$ cat config.mk
export PLATFORM = sky130hd
export DESIGN_NAME = qdr_cfg_ctrl
export DESIGN_NICKNAME = d
export VERILOG_FILES = /design/src/rtl/qdr_cfg_ctrl.sv
export SDC_FILE = /design/constraint.sdc
export NUM_CORES = 1
export LEC_CHECK = 0
export CAP_MARGIN = 20
export CORE_MARGIN = 5
export CORE_UTILIZATION = 40
export CTS_BUF_LIST = sky130_fd_sc_hd__clkbuf_16
export DETAILED_ROUTE_END_ITERATION = 12
export PLACE_DENSITY = 0.79
export SKIP_CTS_REPAIR_TIMING = 1
export SLEW_MARGIN = 20
export SYNTH_ARGS = -nofsm -noshare
export SYNTH_HDL_FRONTEND = slang
export SYNTH_SLANG_ARGS = --single-unit
$ cat constraint.sdc
create_clock -name OPB_Clk -period 2.2 [get_ports OPB_Clk]
set_input_delay 0.44 -clock OPB_Clk [delete_from_list [all_inputs] [get_ports OPB_Clk]]
set_output_delay 0.44 -clock OPB_Clk [all_outputs]
set_load 0.02 [all_outputs]
$ cat src/rtl/qdr_cfg_ctrl.sv
`timescale 1ns/1ps
// qdr_cfg_ctrl: OPB slave register window that issues timed qdr_reset pulses and reports QDR PHY status.
// Build option QDR_CFG_STICKY_FAIL_EN: the cal_fail status bit becomes a sticky, write-1-to-clear flag.
module qdr_cfg_ctrl #(
  parameter logic [31:0] C_BASEADDR   = 32'h0000_0000,
  parameter logic [31:0] C_HIGHADDR   = 32'h0000_0000,
  parameter int          C_OPB_AWIDTH = 32,
  parameter int          C_OPB_DWIDTH = 32,
  parameter int          RST_LEN_DEF  = 16
) (
  input  logic        OPB_Clk,
  input  logic        OPB_Rst_n,
  input  logic [0:31] OPB_ABus,
  input  logic [0:3]  OPB_BE,
  input  logic [0:31] OPB_DBus,
  input  logic        OPB_RNW,
  input  logic        OPB_select,
  input  logic        OPB_seqAddr,
  output logic [0:31] Sl_DBus,
  output logic        Sl_xferAck,
  output logic        Sl_errAck,
  output logic        Sl_retry,
  output logic        Sl_toutSup,
  input  logic        phy_rdy,
  input  logic        cal_fail,
  output logic        qdr_reset
);

  localparam logic [7:0]  LEN_RST = 8'(RST_LEN_DEF);
  localparam logic [31:0] W_INFO  = 32'(C_OPB_AWIDTH ^ C_OPB_DWIDTH);

  typedef enum logic {ST_IDLE, ST_BUSY} state_t;

  // Bus fields re-ordered so that bit 0 is the LSB internally.
  logic [31:0] w_addr;
  logic [31:0] w_dat;
  logic [3:0]  w_be;
  assign w_addr = OPB_ABus;
  assign w_dat  = OPB_DBus;
  assign w_be   = OPB_BE;

  // Window test via 33-bit differences: the borrow bit flags addresses outside the range.
  logic [32:0] w_dlo;
  logic [32:0] w_dhi;
  logic [31:0] w_off;
  logic        w_hit;
  assign w_dlo = {1'b0, w_addr} - {1'b0, C_BASEADDR};
  assign w_dhi = {1'b0, C_HIGHADDR} - {1'b0, w_addr};
  assign w_off = w_dlo[31:0];
  assign w_hit = ~w_dlo[32] & ~w_dhi[32];

  logic r_phy_m, r_phy_s, r_cal_m, r_cal_s;
  always_ff @(posedge OPB_Clk or negedge OPB_Rst_n) begin
    if (!OPB_Rst_n) begin
      r_phy_m <= 1'b0;
      r_phy_s <= 1'b0;
      r_cal_m <= 1'b0;
      r_cal_s <= 1'b0;
    end else begin
      r_phy_m <= phy_rdy;
      r_phy_s <= r_phy_m;
      r_cal_m <= cal_fail;
      r_cal_s <= r_cal_m;
    end
  end

  state_t      r_state, w_state_nxt;
  logic        r_ack;
  logic        r_rnw;
  logic [1:0]  r_sel;
  logic [7:0]  r_wdat;
  logic        r_wbe0;
  logic [31:0] r_dbus;
  logic [31:0] w_rdata;
  logic        w_take;

  logic [7:0]  r_len;
  logic [15:0] r_rst_cnt;
  logic [7:0]  r_cnt;
  logic        r_qdr;
  logic        w_fail_bit;

  assign w_take = (r_state == ST_IDLE) & OPB_select & w_hit;

  always_ff @(posedge OPB_Clk or negedge OPB_Rst_n) begin
    if (!OPB_Rst_n) r_state <= ST_IDLE;
    else            r_state <= w_state_nxt;
  end

  // Stay in BUSY until select drops so a held select is acknowledged once.
  always_comb begin
    w_state_nxt = r_state;
    case (r_state)
      ST_IDLE: if (w_take)      w_state_nxt = ST_BUSY;
      ST_BUSY: if (!OPB_select) w_state_nxt = ST_IDLE;
      default: w_state_nxt = ST_IDLE;
    endcase
  end

  always_comb begin
    w_rdata = 32'd0;
    case (w_off[3:2])
      2'd0:    w_rdata = {29'd0, r_qdr, w_fail_bit, r_phy_s};
      2'd1:    w_rdata = {24'd0, r_len};
      2'd2:    w_rdata = {16'd0, r_rst_cnt};
      default: w_rdata = 32'd0;
    endcase
  end

  always_ff @(posedge OPB_Clk or negedge OPB_Rst_n) begin
    if (!OPB_Rst_n) begin
      r_ack  <= 1'b0;
      r_rnw  <= 1'b1;
      r_sel  <= 2'd0;
      r_wdat <= 8'd0;
      r_wbe0 <= 1'b0;
      r_dbus <= 32'd0;
    end else begin
      r_ack  <= w_take;
      r_dbus <= (w_take & OPB_RNW) ? w_rdata : 32'd0;
      if (w_take) begin
        r_rnw  <= OPB_RNW;
        r_sel  <= w_off[3:2];
        r_wdat <= w_dat[7:0];
        r_wbe0 <= w_be[0];
      end
    end
  end

  // Writes commit on the edge that ends the ack cycle.
  logic w_wr, w_wr_ctrl, w_start, w_clr, w_len_we;
  assign w_wr      = r_ack & ~r_rnw;
  assign w_wr_ctrl = w_wr & (r_sel == 2'd0) & r_wbe0;
  assign w_start   = w_wr_ctrl & r_wdat[0];
  assign w_clr     = w_wr_ctrl & r_wdat[1];
  assign w_len_we  = w_wr & (r_sel == 2'd1) & r_wbe0;

  always_ff @(posedge OPB_Clk or negedge OPB_Rst_n) begin
    if (!OPB_Rst_n) begin
      r_len     <= LEN_RST;
      r_rst_cnt <= 16'd0;
    end else begin
      if (w_len_we) r_len <= r_wdat;
      if (w_start)  r_rst_cnt <= r_rst_cnt + 16'd1;
    end
  end

  logic [7:0] w_load;
  logic [7:0] w_cnt_nxt;
  assign w_load = (r_len == 8'd0) ? 8'd1 : r_len;

  always_comb begin
    w_cnt_nxt = r_cnt;
    if (w_start)            w_cnt_nxt = w_load;
    else if (r_cnt != 8'd0) w_cnt_nxt = r_cnt - 8'd1;
  end

  // qdr_reset is registered from the next counter value so it stays glitch-free.
  always_ff @(posedge OPB_Clk or negedge OPB_Rst_n) begin
    if (!OPB_Rst_n) begin
      r_cnt <= LEN_RST;
      r_qdr <= 1'b1;
    end else begin
      r_cnt <= w_cnt_nxt;
      r_qdr <= (w_cnt_nxt != 8'd0);
    end
  end

`ifdef QDR_CFG_STICKY_FAIL_EN
  logic r_fail;
  always_ff @(posedge OPB_Clk or negedge OPB_Rst_n) begin
    if (!OPB_Rst_n)   r_fail <= 1'b0;
    else if (r_cal_s) r_fail <= 1'b1;
    else if (w_clr)   r_fail <= 1'b0;
  end
  assign w_fail_bit = r_fail;
`else
  assign w_fail_bit = r_cal_s;
`endif

  assign Sl_DBus    = r_dbus;
  assign Sl_xferAck = r_ack;
  assign Sl_errAck  = 1'b0;
  assign Sl_retry   = 1'b0;
  assign Sl_toutSup = 1'b0;
  assign qdr_reset  = r_qdr;

  logic w_unused;
  assign w_unused = ^{OPB_seqAddr, w_off[31:4], w_off[1:0], w_dat[31:8], w_be[3:1],
                      w_clr, W_INFO[0]};

endmodule

==> qor.yml <==
status: "finished, final reports clean"
maxSlewViolCount: 0
worstSetupPathType: "register to register"
number_of_buffers_created_by_cts: 5
peakVddDrop_mv: 0.717
cts_max_level: 2
final_common_cell: "clkdlybuf4s50_1"
synth_ff_type: "dfrtp_1"
placedCellCount: 346
multiInputGateArea_sq_um: 928
number_of_hold_violations_in_the_final_report: 0
initialDrtViolationCount: 68
grt_max_degree: 32
final_antenna_net_count: 0
post-route-period-util_pct: 92.8
finClkSkew_ns: 0.00888
dpl-instance-area_sq_mm: 0.00308
ys_seq_area_share_pct: 57.8
drt_drc_violations_left: 0
die_width_microns: 86.6
floorplan.die_area_sq_mm: 0.00749
worst_path_bufs_invs: 1
worst-r2r-cell-count: 7
cts_root_buf: "clkbuf_16"
cts_num_sinks: 54
drt_pre_antenna_iters: 4
max_slew_margin_pct: 63.6
antenna-diode-count: 0
clock_latency_ns: 0.29
wl_per_cell_microns: 14.3
worst_slew_pin_tran_ns: 0.546
yosys_warnings: 0
critical_path.endpoint_type: "register"
design_power_total_mw: 2.06
max_freq_mhz: 490
worstHoldPathType: "input pin to async pin"
power_density_mw_per_mm2: 635
regArea_sq_mm: 0.00136
max_cap_violations: 0
setup_viol: 0
finish.net_count: 359
grt_first_pass_wirelength_microns: 8390
buffer_ports.inserted: 64
minimum_period_implied_by_the_final_worst_setup_slack_ns: 2.04
dieHeight_microns: 86.6
ys_seq_elements: 54
postSynthCellCount: 197
detailroute.via_count: 1697
routed_via_density: 4.79
io_pins: 112
dp_worst_setup_slack_ns: -0.0961
asyncSetResetFlopFracSynth_pct: 100
regToRegSetupSlack_ns: 0.16
grt.total_usage_pct: 14.1
floorplan.initialDensity_pct: 41.8
tns_ns: 0
path_max_fanout: 6
drt-total-wl_microns: 5050
final_util_pct: 57.9
cp.arrival_ns: 2.25
syn2layout_area_growth_pct: 38.6
ys_types: 36
synth_edf_count: 0
cts_tree: "yes"
clock_tree.buffer_depth: 2
hpwlAfterDp_microns: 4010
p_leak_nw: 1.51
layout.cells.most_common_list: "63 x clkdlybuf4s50_1, 50 x dfrtp_1, 32 x conb_1"
setup.worst_path.start_class: "register"
count_of_placed_standard_cells_in_the_final_layout_fillers_left_out: 354
rows: 27
worst_slack_ns: 0.159
design.core.area_sq_mm: 0.00561
post_synth_instance_area_sq_mm: 0.00234
final_layout_size_suffix_gt1_share_pct: 13.8
start_of_the_worst_register_to_register_path: "r_cnt[0]"
worst_setup_hold_path_clk_slew_ns: 0.07
syn_avg_cell_area_sq_um: 11.9
r2r-end: "qdr_reset"
fill_cells: 472
antenna_found_initial: 0
worst-endpoint-required_ns: 2.41
slowest_cell_on_the_critical_path: "or4b_1"
cell_breakdown_of_the_critical_path: "inv_1 -> ha_1 -> or4b_1 -> nor2_2 -> xnor2_1 -> a211oi_1 -> nand4b_1"
hold-worst-slack_ns: 0.132
grt_overflow_total: 0
setup_repair_after_global_routing_missed_its_margin: "false"
finish.instance_area_sq_mm: 0.00325
first_global_vias: 1842
timing.critical_path.slowest_cell_delay_ns: 0.49
path_delay_family: "simple AND/OR/NAND/NOR gates"
globalplace.congestion: 0.777
worst max-delay path by stage:
| stage | start | end | slack [ns] | depth (start not counted) |
|---|---|---|---|---|
| 4_1_cts | r_cnt[0] | qdr_reset | 0.09 | 7 |
| 3_5_place_dp | OPB_ABus[29] | r_wdat[3] | -0.1 | 6 |
| 6_report | r_cnt[0] | qdr_reset | 0.16 | 7 |
| 2_1_floorplan | OPB_ABus[28] | r_wdat[0] | 0.26 | 6 |
| 5_1_grt | OPB_ABus[29] | r_wdat[6] | 0.02 | 6 |
| 3_3_place_gp | OPB_ABus[28] | r_wdat[3] | -0.02 | 6 |
flip-flops by register name, indices dropped and copies added, names as in the netlist, 2 cells and up:
register and cells:
Sl_DBus 16, r_len 8, r_rst_cnt 3, r_sel 2, r_wdat 8, r_cnt 8
Yosys cell counts (all sizes together) (4+ instances only):
library cell	n	area, sq um
nor4	8	50.1
nor2	13	48.8
inv	4	15.0
nor3	10	55.1
dfrtp	50	1250
xnor2	5	43.8
a21oi	7	35.0
buf	21	153
nor2b	4	25.0
dfstp	4	105
mux2	17	191
o21ai	4	20.0
nand2	11	41.3
a31oi	4	37.5
logic make-up (layout without fill, tap and decap cells):
kind of cell / after synthesis / count (layout) / synth area share (%)
AOI/OAI and AO/OA: 22 / 22 / 6.19
xor gates and xnor gates: 5 / 5 / 1.87
adders and majority gates: 3 / 3 / 1.60
buffers and inverters: 28 / 82 / 7.63
DFF: 54 / 54 / 57.8
muxes: 20 / 20 / 9.44
other: 1 / 32 / 0.160
and+or+nand+nor: 64 / 64 / 15.3
final cells by class:
type / instances / share of cell area (%)
Clock buffer: 5 / 3.85
Multi-Input combinational cell: 146 / 28.6
Timing Repair Buffer: 70 / 21.3
Inverter: 4 / 0.462
Clock inverter: 3 / 1.27
Tap cell: 72 / 2.77
Sequential cell: 54 / 41.7
report_power, final:
| part | leakage (nW) | internal (mW) | switching (mW) | total [mW] |
|---|---|---|---|---|
| registers | 0.701 | 1.01 | 0.00442 | 1.01 |
| clock network | 0.0812 | 0.532 | 0.327 | 0.859 |
| logic | 0.725 | 0.101 | 0.0901 | 0.191 |
per-layer routing:
metal	wire [microns]	track usage, %	share of wire, %
met2	2640	23.8	52
met5	0	0	0
met3	313	4.09	6.2
met1	1980	17.0	39
met4	119	5.38	2.4
Power figures use the tool's default switching activity.
